<file path="src/rtl/axi4_s_rd_sequencer_if.sv">
// Signal bundle between the read sequencer and its AR/R FIFOs and register targets.
// The slave modport is the sequencer's view; the master modport is the surrounding logic.
interface axi4_s_rd_sequencer_if #(
  parameter int unsigned A_W = 32,
  parameter int unsigned D_W = 32,
  parameter int unsigned N   = 4
);
  logic             ar_rd_empty;
  logic [A_W-1:0]   araddr;
  logic             ar_rd_en;
  logic             r_wr_full;
  logic             r_wr_en;
  logic [D_W-1:0]   rdata;
  logic [1:0]       rresp;
  logic [N-1:0]     tgt_en;
  logic [N-1:0]     tgt_req;
  logic [A_W-1:0]   tgt_addr;
  logic [N-1:0]     tgt_ack;
  logic [N*D_W-1:0] tgt_rdata;
  logic [N-1:0]     tgt_err;
  logic             busy;

  modport slave (
    input  ar_rd_empty, araddr, r_wr_full, tgt_en, tgt_ack, tgt_rdata, tgt_err,
    output ar_rd_en, r_wr_en, rdata, rresp, tgt_req, tgt_addr, busy
  );

  modport master (
    output ar_rd_empty, araddr, r_wr_full, tgt_en, tgt_ack, tgt_rdata, tgt_err,
    input  ar_rd_en, r_wr_en, rdata, rresp, tgt_req, tgt_addr, busy
  );
endinterface

</file>
<file path="src/rtl/axi4_s_rd_sequencer.sv">
// AXI4-lite slave read sequencer: pops one AR entry, runs a req/ack handshake with the
// decoded register target (with timeout), then pushes data/response into the R FIFO.
module axi4_s_rd_sequencer #(
  parameter int unsigned A_W     = 32,
  parameter int unsigned D_W     = 32,
  parameter int unsigned N       = 4,
  parameter int unsigned TGT_LSB = 12,
  parameter int unsigned TIMEOUT = 255
) (
  input  logic                  aclk,
  input  logic                  aresetn,
  axi4_s_rd_sequencer_if.slave  bus
);
  localparam int unsigned IDX_W = $clog2(N);
  localparam int unsigned CNT_W = $clog2(TIMEOUT + 1);

  typedef enum logic [1:0] {IDLE, REQ, PUSH} state_e;

  state_e           state_q, state_d;
  logic [IDX_W-1:0] idx_q, idx_d, ar_idx;
  logic [CNT_W-1:0] cnt_q, cnt_d;
  logic [A_W-1:0]   addr_q, addr_d;
  logic [D_W-1:0]   rdata_q, rdata_d;
  logic [1:0]       rresp_q, rresp_d;
  logic [N-1:0]     req_q, req_d;
  logic             pop, push;

  always_comb begin
    ar_idx = bus.araddr[TGT_LSB +: IDX_W];
    pop    = aresetn && (state_q == IDLE) && !bus.ar_rd_empty;
    push   = aresetn && (state_q == PUSH) && !bus.r_wr_full;
  end

  always_comb begin
    state_d = state_q;
    idx_d   = idx_q;
    cnt_d   = cnt_q;
    addr_d  = addr_q;
    rdata_d = rdata_q;
    rresp_d = rresp_q;
    req_d   = req_q;
    unique case (state_q)
      IDLE: begin
        if (!bus.ar_rd_empty) begin
          addr_d = bus.araddr;
          idx_d  = ar_idx;
          cnt_d  = '0;
          if (bus.tgt_en[ar_idx]) begin
            req_d   = N'(1) << ar_idx;
            state_d = REQ;
          end else begin
            // Unpopulated target: answer DECERR without touching any target.
            rdata_d = '0;
            rresp_d = 2'b11;
            state_d = PUSH;
          end
        end
      end
      REQ: begin
        cnt_d = cnt_q + CNT_W'(1);
        // Ack is checked first so an ack in the last allowed cycle beats the timeout.
        if (bus.tgt_ack[idx_q]) begin
          rdata_d = bus.tgt_rdata[idx_q*D_W +: D_W];
          rresp_d = bus.tgt_err[idx_q] ? 2'b10 : 2'b00;
          req_d   = '0;
          state_d = PUSH;
        end else if (cnt_q == CNT_W'(TIMEOUT - 1)) begin
          rdata_d = '0;
          rresp_d = 2'b10;
          req_d   = '0;
          state_d = PUSH;
        end
      end
      PUSH: begin
        if (!bus.r_wr_full) state_d = IDLE;
      end
      default: state_d = IDLE;
    endcase
  end

  always_ff @(posedge aclk) begin
    if (!aresetn) begin
      state_q <= IDLE;
      idx_q   <= '0;
      cnt_q   <= '0;
      addr_q  <= '0;
      rdata_q <= '0;
      rresp_q <= '0;
      req_q   <= '0;
    end else begin
      state_q <= state_d;
      idx_q   <= idx_d;
      cnt_q   <= cnt_d;
      addr_q  <= addr_d;
      rdata_q <= rdata_d;
      rresp_q <= rresp_d;
      req_q   <= req_d;
    end
  end

  assign bus.ar_rd_en = pop;
  assign bus.r_wr_en  = push;
  assign bus.rdata    = rdata_q;
  assign bus.rresp    = rresp_q;
  assign bus.tgt_req  = req_q;
  assign bus.tgt_addr = addr_q;
  assign bus.busy     = (state_q != IDLE);
endmodule

</file>
<file path="src/flat_wrapper.sv">
// flat-port wrapper written by rule: the top's interface ports become plain ports
module axi4_s_rd_sequencer_flat 
#(
  parameter int unsigned A_W     = 32,
  parameter int unsigned D_W     = 32,
  parameter int unsigned N       = 4,
  parameter int unsigned TGT_LSB = 12,
  parameter int unsigned TIMEOUT = 255
)
  (aclk, aresetn, bus_ar_rd_empty, bus_araddr, bus_r_wr_full, bus_tgt_en, bus_tgt_ack, bus_tgt_rdata, bus_tgt_err, bus_ar_rd_en, bus_r_wr_en, bus_rdata, bus_rresp, bus_tgt_req, bus_tgt_addr, bus_busy);
  axi4_s_rd_sequencer_if #(.A_W(A_W), .D_W(D_W), .N(N)) bus_i ();
  input  logic aclk;
  input  logic aresetn;
  input wire logic [$bits(bus_i.ar_rd_empty)-1:0] bus_ar_rd_empty;
  input wire logic [$bits(bus_i.araddr)-1:0] bus_araddr;
  input wire logic [$bits(bus_i.r_wr_full)-1:0] bus_r_wr_full;
  input wire logic [$bits(bus_i.tgt_en)-1:0] bus_tgt_en;
  input wire logic [$bits(bus_i.tgt_ack)-1:0] bus_tgt_ack;
  input wire logic [$bits(bus_i.tgt_rdata)-1:0] bus_tgt_rdata;
  input wire logic [$bits(bus_i.tgt_err)-1:0] bus_tgt_err;
  output wire logic [$bits(bus_i.ar_rd_en)-1:0] bus_ar_rd_en;
  output wire logic [$bits(bus_i.r_wr_en)-1:0] bus_r_wr_en;
  output wire logic [$bits(bus_i.rdata)-1:0] bus_rdata;
  output wire logic [$bits(bus_i.rresp)-1:0] bus_rresp;
  output wire logic [$bits(bus_i.tgt_req)-1:0] bus_tgt_req;
  output wire logic [$bits(bus_i.tgt_addr)-1:0] bus_tgt_addr;
  output wire logic [$bits(bus_i.busy)-1:0] bus_busy;
  assign bus_i.ar_rd_empty = bus_ar_rd_empty;
  assign bus_i.araddr = bus_araddr;
  assign bus_i.r_wr_full = bus_r_wr_full;
  assign bus_i.tgt_en = bus_tgt_en;
  assign bus_i.tgt_ack = bus_tgt_ack;
  assign bus_i.tgt_rdata = bus_tgt_rdata;
  assign bus_i.tgt_err = bus_tgt_err;
  assign bus_ar_rd_en = bus_i.ar_rd_en;
  assign bus_r_wr_en = bus_i.r_wr_en;
  assign bus_rdata = bus_i.rdata;
  assign bus_rresp = bus_i.rresp;
  assign bus_tgt_req = bus_i.tgt_req;
  assign bus_tgt_addr = bus_i.tgt_addr;
  assign bus_busy = bus_i.busy;
  axi4_s_rd_sequencer #(.A_W(A_W), .D_W(D_W), .N(N), .TGT_LSB(TGT_LSB), .TIMEOUT(TIMEOUT)) u_core (.aclk(aclk), .aresetn(aresetn), .bus(bus_i));
endmodule
</file>
<file path="config.mk">
export PLATFORM = sky130hd
export DESIGN_NAME = axi4_s_rd_sequencer_flat
export DESIGN_NICKNAME = d
export VERILOG_FILES = /design/src/rtl/axi4_s_rd_sequencer_if.sv /design/src/rtl/axi4_s_rd_sequencer.sv /design/src/flat_wrapper.sv
export SDC_FILE = /design/constraint.sdc
export NUM_CORES = 1
export LEC_CHECK = 0
export CORE_UTILIZATION = 39
export DETAILED_ROUTE_END_ITERATION = 10
export PLACE_DENSITY = 0.87
export SLEW_MARGIN = 20
export SYNTH_ARGS = -nofsm -noshare
export SYNTH_HDL_FRONTEND = slang
export SYNTH_SLANG_ARGS = --single-unit
</file>
<file path="constraint.sdc">
create_clock -name aclk -period 2.9 [get_ports aclk]
set_input_delay 0.58 -clock aclk [delete_from_list [all_inputs] [get_ports aclk]]
set_output_delay 0.58 -clock aclk [all_outputs]
set_load 0.02 [all_outputs]
</file>
## Word-level counts from Yosys, hierarchy flattened

Index checks and enable logic that the tools add are counted.

| word-level totals | value |
|---|---|
| register bits after elaboration | 82 |
| bits in read-only memories | 0 |
| word-level logic and storage cells | 64 |
| latch bits | 0 |
| input port bits | 176 |
| RAM bits | 0 |
| memories | 0 |

| operators by class | value |
|---|---|
| divide/modulo/power cells | 0 |
| eq/ne operators | 8 |
| multiplexer cells | 29 |
| shifts and indexed selects | 2 |
| bitwise operators | 1 |
| add/sub/neg operators | 1 |
| reduce and logical (&&, ||, !) cells | 14 |
| order comparisons | 2 |
| $mul | 0 |

Operators by type and width:

| cell | number |
|---|---|
| 32-bit two-way mux | 4 |
| 128-bit by 8-bit variable part select with 32-bit output | 1 |
| 32-bit case mux with 2 select lines | 1 |
| 2-bit two-way mux | 9 |
| 4-bit two-way mux | 4 |
| 8-bit case mux with 2 select lines | 1 |
| 8-bit by 1-bit adder with 8-bit output (second input constant) | 1 |
| 8-bit == test (second input constant) | 1 |
| 8-bit two-way mux | 1 |
| 2-bit inequality test (second input constant) | 4 |
| 4-bit case mux with 2 select lines | 1 |
| 4-bit AND reduction | 2 |
| 1-bit binary-select mux with 2-bit select | 3 |
| 2-bit by 3-bit < comparator with 1-bit output (second input constant) | 2 |
| 2-bit case mux with 3 select lines | 1 |
| 1-bit logical AND | 4 |
| 2-bit case mux with 2 select lines | 1 |
| 2-bit AND reduction | 2 |
| 2-bit nonzero test | 2 |
| 1-bit by 2-bit left shift with 4-bit output (first input constant) | 1 |
| 1-bit two-way mux | 3 |
| 3-bit by 1-bit inequality test with 1-bit output (second input constant) | 1 |
| 3-bit AND reduction | 1 |
| 2-bit by 1-bit == test with 1-bit output (second input constant) | 1 |
| 4 further kinds | 5 |

## Logic depth before layout (Yosys ltp)

Gate-level depths: netlist of run 1.

| depth | value |
|---|---|
| depth after elaboration | 5 |
| depth in mapped cells | 7 |
| gate-level depth less buffers | 6 |

## Worst setup path after synthesis of run 1

Ideal clock, no wire load.

| timing | value |
|---|---|
| kind | in2out |
| start | in bus_ar_rd_empty |
| end | out bus_ar_rd_en |
| data required time | 2.320 ns |
| slack | 0.715 ns |
| buffers on the path | 2 |
| arrival time | 1.605 ns |
| stages | 4 |
| cell sequence | or3_1 -> clkbuf_1 -> buf_1 -> nor2_1 |

| between the ends | value |
|---|---|
| cells in the longest elaborated chain, start to end | 2 |

RTL lines:

| what | RTL line | text |
|---|---|---|
| start, declared | flat_wrapper.sv:14 | `input wire logic [$bits(bus_i.ar_rd_empty)-1:0] bus_ar_rd_empty;` |
| 1-bit zero test | axi4_s_rd_sequencer.sv:30 | `pop = aresetn && (state_q == IDLE) && !bus.ar_rd_empty;` |
| 1-bit logical AND | axi4_s_rd_sequencer.sv:30 |  |
| end, declared | flat_wrapper.sv:21 | `output wire logic [$bits(bus_i.ar_rd_en)-1:0] bus_ar_rd_en;` |

No other way between the ends.

## Final worst setup path of run 1

Same ends and word-level chain as after synthesis.

==> impl_results.md, run 1 <==
- Hold Buf Count CTS: 0
- Most frequent CP cell: clkdlybuf4s50_1
- Detailed Route Iter0 Violations: 93
- Worst path depth: 4
- Crit path max fanout: 2
- Area Growth Syn to Fin: 74.54%
- Core box area: 9240 um2
- Power Dens Cells: 423.2 nW/um2
- CP Class: input pin to output pin
- Final Max Tran Viols: 0
- Share of flip-flops with an asynchronous set or reset: 0%
- Leak: 2.318 nW
- Synth area leaders: dfxtp_1, mux4_2, nand2_1
- # H-tree levels: 3
- Placed insts: 712
- Largest net degree at the start of global routing: 38
- Hold/Removal Path Class: register to register
- Non-filler cells, final: 729
- Syn. warnings: 0
- Crit path max-delay family: buffers and inverters
- DR WL/cell: 18.07 um
- Peak supply drop: 0.2861 mV
- Vias: 3,843
- Most common cell after layout, fill and taps aside: clkdlybuf4s50_1
- Antenna violations before repair: 0
- Site Rows: 35
- Max clock buf depth: 2
- Starting Density: 40.16%
- Total global-route track usage: 25.70%
- Mapped Cells: 355
- Max transition margin: 37.85%
- Post-CTS setup buffer count: 0
- Avg Inst Size Synth: 10.45 um2
- Syn Nets: 533
- Top_reg_cell synth: dfxtp_1
- Sequential area share after synthesis: 43.16%
- CP max stage cell: clkdlybuf4s50_1
- Final hold vios: 0
- # DRC: 0
- Setup violators final: 0
- Total grt overflow: 0
- Number of global-route vias before repair: 3,830
- Die Area: 9909 um2
- Die outline height: 99.55 um
- Fmax: 362.5 MHz
- Ratio of cells with drive above 1 in the final layout: 11.85%
- Layout Skew: 13.42 ps
- PostCTS Resize Cnt: 0
- RSZ-0062 raised after global routing: false
- EDFF count, synth: 0
- Clk slew on worst S/H paths: 70 ps
- Crit path cell chain: clkdlybuf4s50_1 > or3_1 > nor2_1 > clkdlybuf4s50_1
- Period utilisation layout: 95.13%
- Synth area leader: dfxtp_1
- Slowest stage delay, CP: 700 ps
- Commonest cells after routing, fill and taps aside: clkdlybuf4s50_1, dfxtp_1, nand2_1
- Fin crit period: 2759 ps
- Layout Nets: 772
- Critical Path RT: 2320 ps
- Hpwl dp: 10.23 mm
- CP Launch Type: input pin
- Clk root buf: clkbuf_8
- DR pass1 iterations: 4
- Synth top area share: 43.16%
- Status: complete, no violations
- Clock Latency Late Sink: 340 ps
- IO Port Bufs: 248
- Sink Count: 80
- Hold path depth: 2
- Cts bufs inserted: 9
- Max-cap violation count: 0
- Buf+Inv Stages, Crit Path: 2
- TritonCTS clock tree: done
- Drt total wl: 13.17 mm
- GP Congestion: 0.9143
- # IOs: 249
- Post-synthesis cell type count: 34
- Number of synthesized register bits: 80
- CP arrival: 2180 ps
- Routed Antenna Nets: 0
- Pwr Total: 0.002741 W
- Die width: 99.55 um
- Critical Path Sink Type: output pin
- First-pass GRT wire length: 19.67 mm
- Worst reg-to-reg path cell count: 5
- Cell Area, Synth: 3711 um2
- Vias per cell: 5.272
- Slew @ Worst Pin: 932.2 ps
power by group:
| group | internal (W) | switching [W] | total [W] |
|---|---|---|---|
| clock network | 0.000336 | 0.000411 | 0.000746 |
| logic | 0.000459 | 0.000337 | 0.000796 |
| registers | 0.00116 | 0.0000410 | 0.00120 |
worst reg2reg max path: stages, from the launching register on:
cell     delay [ps]
dfxtp_1         510
or3_1           190
buf_4           350
nand2_1         270
a31oi_4         790
a22o_2          300
through the flow:
step	area (um2)	hold WS [ps]	setup TNS, ps	util, %	setup slack (ps)
CTS	6475	458.8	0	70.07	125.6
global route	6475	481.7	0	70.07	110.4
detailed placement	6300	448.5	-2312	68.18	-87.45
global placement	6300	440.9	-299.8	68.18	-25.43
finish	6477	455.9	0	70.10	141.2
floorplan	3711	455.6	0	-	715.3
sequential cells by signal, indices dropped and copies added, names as in the netlist:
signal               count
u_core.bus.tgt_addr     32
u_core.state_q           2
u_core.bus.rdata        32
u_core.bus.tgt_req       4
u_core.cnt_q             8
u_core.bus.rresp         2
synth_stat cells, drive strengths merged, types with 4 or more instances:
| cell | instances |
|---|---|
| dfxtp | 80 |
| nand2 | 71 |
| a21oi | 42 |
| mux4 | 35 |
| a22o | 32 |
| clkbuf | 24 |
| nor2 | 14 |
| buf | 7 |
| nand3 | 7 |
| a31oi | 4 |
| inv | 4 |
| nor3 | 4 |
| o21ai | 4 |
| o31ai | 4 |
cell families (layout without fill, tap and decap cells):
family	count (synthesis)	after routing	synth area share (%)
AND/OR/NAND/NOR	107	107	12.31
AO/OA/AOI/OAI	94	94	17.67
flip-flops	80	80	43.16
multiplexers	37	37	21.85
buffers and inverters	35	279	4.349
adder cells (fa/ha/maj)	2	2	0.6742
other	0	1	0
per-layer routing:
metal  share of wire [%]  vias to the layer above  global-route usage, %
met2                  50                      190                  43.11
met4                 2.1                        0                  9.729
li1                    -                     1799                      -
met5                   0                        -                      0
met3                 8.9                       20                  9.276
met1                  39                     1834                  30.11
area by class of cell:
type	instances	area, um2
fillers	705	2763
multi-input cells	240	1956
repair buffers	259	2565
inverters	4	15.01
well taps	129	161.4
flip-flops and latches	80	1603
diodes	1	2.502
clock inverters	4	30.03
clock buffers	12	145.1
path summary, 6_finish.rpt:
path	start	endpoint	slack (ps)
max	bus_ar_rd_empty	bus_ar_rd_en	140
min	u_core.bus.tgt_addr[6]	u_core.bus.tgt_addr[6]	460
max reg2reg	u_core.state_q[0]	u_core.bus.rdata[1]	440
min reg2reg	u_core.bus.tgt_addr[6]	u_core.bus.tgt_addr[6]	460
Power figures use the tool's default switching activity.
==> run 2: changes to the inputs <==
--- a/config.mk
+++ b/config.mk
@@ -5,6 +5,7 @@
 export SDC_FILE = /design/constraint.sdc
 export NUM_CORES = 1
 export LEC_CHECK = 0
+export CORE_MARGIN = 2
 export CORE_UTILIZATION = 39
 export DETAILED_ROUTE_END_ITERATION = 10
 export PLACE_DENSITY = 0.87
==> impl_results.md, run 2 (same netlist as run 1, synthesis figures left out) <==
- Clk slew on worst S/H paths: 80 ps
- Critical Path Sink Type: output pin
- CP Class: input pin to output pin
- Slew @ Worst Pin: 711.6 ps
- Peak supply drop: 0.4103 mV
- DR pass1 iterations: 4
- Most frequent CP cell: clkdlybuf4s50_1
- Slowest stage delay, CP: 690 ps
- Switching portion of total power: 28.46%
- # H-tree levels: 3
- Clock Latency Late Sink: 340 ps
- Sw Pwr: 0.0008078 W
- Internal power: 0.002030 W
- Commonest cells after routing, fill and taps aside: clkdlybuf4s50_1, dfxtp_1, nand2_1
- Number of global-route vias before repair: 3,954
- Setup violators final: 0
- CP Launch Type: input pin
- CP arrival: 2240 ps
- Starting Density: 40.16%
- Critical Path RT: 2320 ps
- Status: complete, no violations
- Sequential share of power: 42.2%
- Max transition margin: 52.45%
- Hpwl dp: 11.06 mm
- Fin crit period: 2821 ps
- Total grt overflow: 0
- Vias per cell: 5.244
- TritonCTS clock tree: done
- Die outline height: 101.5 um
- Antenna violations before repair: 0
- Max clock buf depth: 2
- Crit path cell chain: clkdlybuf4s50_1 > or3_1 > nor2_1 > clkdlybuf4s50_1
- Ratio of cells with drive above 1 in the final layout: 12.35%
- Period utilisation layout: 97.29%
- Largest net degree at the start of global routing: 38
- Total global-route track usage: 25.87%
- # DRC: 0
- Detailed Route Iter0 Violations: 131
- RSZ-0062 raised after global routing: false
- # IOs: 249
- Leak: 2.341 nW
- Max-cap violation count: 0
- Die width: 101.5 um
- Routed Antenna Nets: 0
- DR WL/cell: 19.03 um
- Die Area: 10,310 um2
- FILL cells: 682
- Final Max Tran Viols: 0
- Crit path max fanout: 3
- Hold Buf Count CTS: 0
- Power Dens Cells: 435.1 nW/um2
- Area after DPL: 6319 um2
- PostCTS Resize Cnt: 0
- Setup tns final: 0 ps
- Core Util, Final: 70.60%
- Site Rows: 35
- CP max stage cell: clkdlybuf4s50_1
- IO Port Bufs: 248
- Final hold vios: 0
- Area Growth Syn to Fin: 75.79%
- Most common cell after layout, fill and taps aside: clkdlybuf4s50_1
- Layout Skew: 11.75 ps
- Vias: 3,823
- GP Congestion: 0.9027
- Layout Nets: 772
- Clk root buf: clkbuf_8
- Hold/Removal Path Class: register to register
- Fmax: 354.4 MHz
- Sink Count: 80
- First-pass GRT wire length: 20.42 mm
- Comb power frac: 28.4%
- Drt total wl: 13.87 mm
- Core box area: 9240 um2
- Clk pwr share: 29.4%
- Non-filler cells, final: 729
- Placed insts: 712
- Cts bufs inserted: 9
- Design area: 6524 um2
- Post-CTS setup buffer count: 0
run 2: cell types whose count changed in the layout (fill, tap and decap cells not counted), sizes merged:
cell | before | now
clkinvlp | 4 | 3
inv | 4 | 7
bufinv | 0 | 1
clkbuf | 12 | 9
run 2: final timing paths:
kind                           startpoint                 endpoint  slack (ps)  depth (start not counted)
hold reg to reg   u_core.bus.tgt_addr[14]  u_core.bus.tgt_addr[14]         460                          2
setup / recovery          bus_ar_rd_empty             bus_ar_rd_en          80                          4
setup reg to reg        u_core.state_q[1]     u_core.bus.rdata[10]         820                          6
hold / removal    u_core.bus.tgt_addr[14]  u_core.bus.tgt_addr[14]         460                          2
run 2: layer usage:
| layer | GRT usage, % | vias to the layer above | routed length [um] |
|---|---|---|---|
| met2 | 44.94 | 200 | 7183 |
| met4 | 8.004 | 0 | 255 |
| met5 | 0 | - | 0 |
| met1 | 29.62 | 1807 | 5034 |
| li1 | - | 1800 | - |
| met3 | 9.455 | 16 | 1400 |
run 2: cell type report:
class                      instances  area (um2)  area share, %
clock buffer                       9       123.9          1.899
antenna                            1       2.502        0.03836
clock inverter                     7       78.83          1.208
multi-input combinational        240        1961          30.05
timing repair buffer             259        2577          39.51
sequential                        80        1604          24.59
tap                              129       161.4          2.474
inverter                           4       15.01         0.2301
run 2: metrics by stage:
| step | power (W) | hold slack, ps | worst slack, ps |
|---|---|---|---|
| after global placement | 0.002004 | 441.4 | 80.71 |
| final | 0.002838 | 457.8 | 78.59 |
| after global routing | 0.002972 | 478.1 | 18.37 |
| after CTS | 0.002867 | 461.1 | 51.59 |
| after floorplan | 0.001593 | 455.6 | 715.3 |
| after detailed placement | 0.002029 | 449.4 | 70.09 |
run 2: power by group through the flow:
stage / sequential [W] / clock [W] / combinational, W
finish: 0.00120 / 0.000833 / 0.000806
global route: 0.00121 / 0.000906 / 0.000859
CTS: 0.00120 / 0.000859 / 0.000810
detailed placement: 0.00122 / 0 / 0.000805
global placement: 0.00122 / 0 / 0.000784
floorplan: 0.00128 / 0 / 0.000314
run 2: worst max-delay path, delay by kind of cell:
family,cells,cell delay [ps]
buffers and inverters,2,1140
and+or+nand+nor,2,520
==> run 3: changes to the inputs <==
--- a/config.mk
+++ b/config.mk
@@ -5,11 +5,11 @@
 export SDC_FILE = /design/constraint.sdc
 export NUM_CORES = 1
 export LEC_CHECK = 0
+export ABC_CLOCK_PERIOD_IN_PS = 2900
 export CORE_MARGIN = 2
 export CORE_UTILIZATION = 39
 export DETAILED_ROUTE_END_ITERATION = 10
 export PLACE_DENSITY = 0.87
-export SLEW_MARGIN = 20
 export SYNTH_ARGS = -nofsm -noshare
 export SYNTH_HDL_FRONTEND = slang
 export SYNTH_SLANG_ARGS = --single-unit
==> impl_results.md, run 3 (same netlist as run 1, synthesis figures left out) <==
- Slew @ Worst Pin: 1271 ps
- Leak: 2.340 nW
- Hpwl dp: 11.00 mm
- Area Growth Syn to Fin: 75.66%
- RSZ-0062 raised after global routing: false
- Buf+Inv Stages, Crit Path: 2
- Total grt overflow: 0
- Most common cell after layout, fill and taps aside: clkdlybuf4s50_1
- Total global-route track usage: 25.64%
- Most frequent CP cell: clkdlybuf4s50_1
- Clk slew on worst S/H paths: 80 ps
- Number of global-route vias before repair: 3,911
- First-pass GRT wire length: 20.21 mm
- Clock Latency Late Sink: 340 ps
- Site Rows: 35
- Routed Antenna Nets: 0
- Worst R2R End: u_core.bus.rdata[12]
- Source of the worst hold timing path: u_core.bus.tgt_addr[7]
- Period utilisation layout: 96.72%
- GP Congestion: 0.9027
- # H-tree levels: 3
- PostCTS Resize Cnt: 0
- Final Max Tran Viols: 0
- IO Port Bufs: 248
- Reg2Reg Setup Slack: 720 ps
- FILL cells: 680
- Status: complete, no violations
- Worst Hold Slack: 456.0 ps
- Hold Buf Count CTS: 0
- Starting Density: 40.16%
- Max clock buf depth: 2
- TritonCTS clock tree: done
- # DRC: 0
- Final hold vios: 0
- R2R Path Start: u_core.state_q[0]
- Largest net degree at the start of global routing: 38
- Critical Path Sink Type: output pin
- Crit path max fanout: 3
- Layout Nets: 772
- Post-CTS setup buffer count: 0
- Antenna violations before repair: 0
- Die outline height: 101.5 um
- DR WL/cell: 18.98 um
- Crit path max-delay family: buffers and inverters
- Peak supply drop: 0.3486 mV
- Die Area: 10,310 um2
- Layout Skew: 7.084 ps
- Clk root buf: clkbuf_8
- CP Launch Type: input pin
- Critical Path RT: 2320 ps
- Core box area: 9240 um2
- Worst reg-to-reg path cell count: 4
- Sink Count: 80
- Max transition margin: 15.20%
- Hold/Removal Path Class: register to register
- CP arrival: 2220 ps
- Fin crit period: 2805 ps
- Slowest stage delay, CP: 680 ps
- Hold Path End: u_core.bus.tgt_addr[7]
- CP Class: input pin to output pin
- CP max stage cell: clkdlybuf4s50_1
- Area of the multi-input gates: 1956 um2
- Die width: 101.5 um
- Register area: 1604 um2
- Power Dens Cells: 435.5 nW/um2
- Commonest cells after routing, fill and taps aside: clkdlybuf4s50_1, dfxtp_1, nand2_1
- Cts bufs inserted: 9
- Ratio of cells with drive above 1 in the final layout: 12.35%
- Vias per cell: 5.300
- Fmax: 356.5 MHz
- Crit path cell chain: clkdlybuf4s50_1 > or3_1 > nor2_1 > clkdlybuf4s50_1
- Max-cap violation count: 0
- Hold path depth: 2
- # IOs: 249
- Vias: 3,864
- Setup violators final: 0
- Drt total wl: 13.83 mm
- Setup tns final: 0 ps
- Detailed Route Iter0 Violations: 144
- DR pass1 iterations: 5
-- run 3: cell counts in the layout (fill, tap and decap cells not counted) --
No cell type changed its count.
-- run 3: stage by stage --
stage / power [W] / utilization, % / std cells / instance area (um2) / setup WS (ps)
floorplan: 0.001593 / - / 355 / 3711 / 715.3
global placement: 0.002004 / 68.33 / 712 / 6314 / 80.71
detailed placement: 0.002029 / 68.33 / 712 / 6314 / 68.29
CTS: 0.002866 / 70.52 / 728 / 6516 / 49.53
global route: 0.002963 / 70.52 / 728 / 6516 / 20.82
finish: 0.002839 / 70.55 / 729 / 6519 / 95.06
-- run 3: power breakdown --
part	switching, W	total [W]	internal [W]	leakage (nW)
Clock	0.000427	0.000833	0.000407	0.0929
Combinational	0.000342	0.000807	0.000465	1.60
Sequential	0.0000406	0.00120	0.00116	0.652
Total	0.000809	0.00284	0.00203	2.34
-- run 3: how the worst max path moves through the flow --
stage / end / slack (ps) / start / cells past startpoint
after global routing: bus_ar_rd_en / 20 / bus_ar_rd_empty / 4
after detailed placement: bus_ar_rd_en / 70 / bus_ar_rd_empty / 4
after floorplan: bus_ar_rd_en / 720 / bus_ar_rd_empty / 4
after global placement: bus_ar_rd_en / 80 / bus_ar_rd_empty / 4
after CTS: bus_ar_rd_en / 50 / bus_ar_rd_empty / 4
final: bus_ar_rd_en / 100 / bus_ar_rd_empty / 4
-- run 3: layout make-up --
type,count,area share (%)
Inverter,4,0.2303
Antenna cell,1,0.03839
Timing Repair Buffer,259,39.54
Multi-Input combinational cell,240,30.00
Sequential cell,80,24.61
Clock buffer,9,1.900
Clock inverter,7,1.209
Tap cell,129,2.476
-- run 3: routing by layer --
metal	GRT usage, %	vias to the layer above	part of all wire [%]
li1	-	1808	-
met1	29.28	1826	37
met2	43.62	203	51
met3	9.248	27	9.7
met4	10.19	0	2.5
met5	0	-	0
-- run 3: worst register-to-register path, cell delays in order, from the launching register on --
cell     delay [ps]
dfxtp_1         510
nor2b_1         240
nand2_1         110
nor2_2          960
a22o_1          310
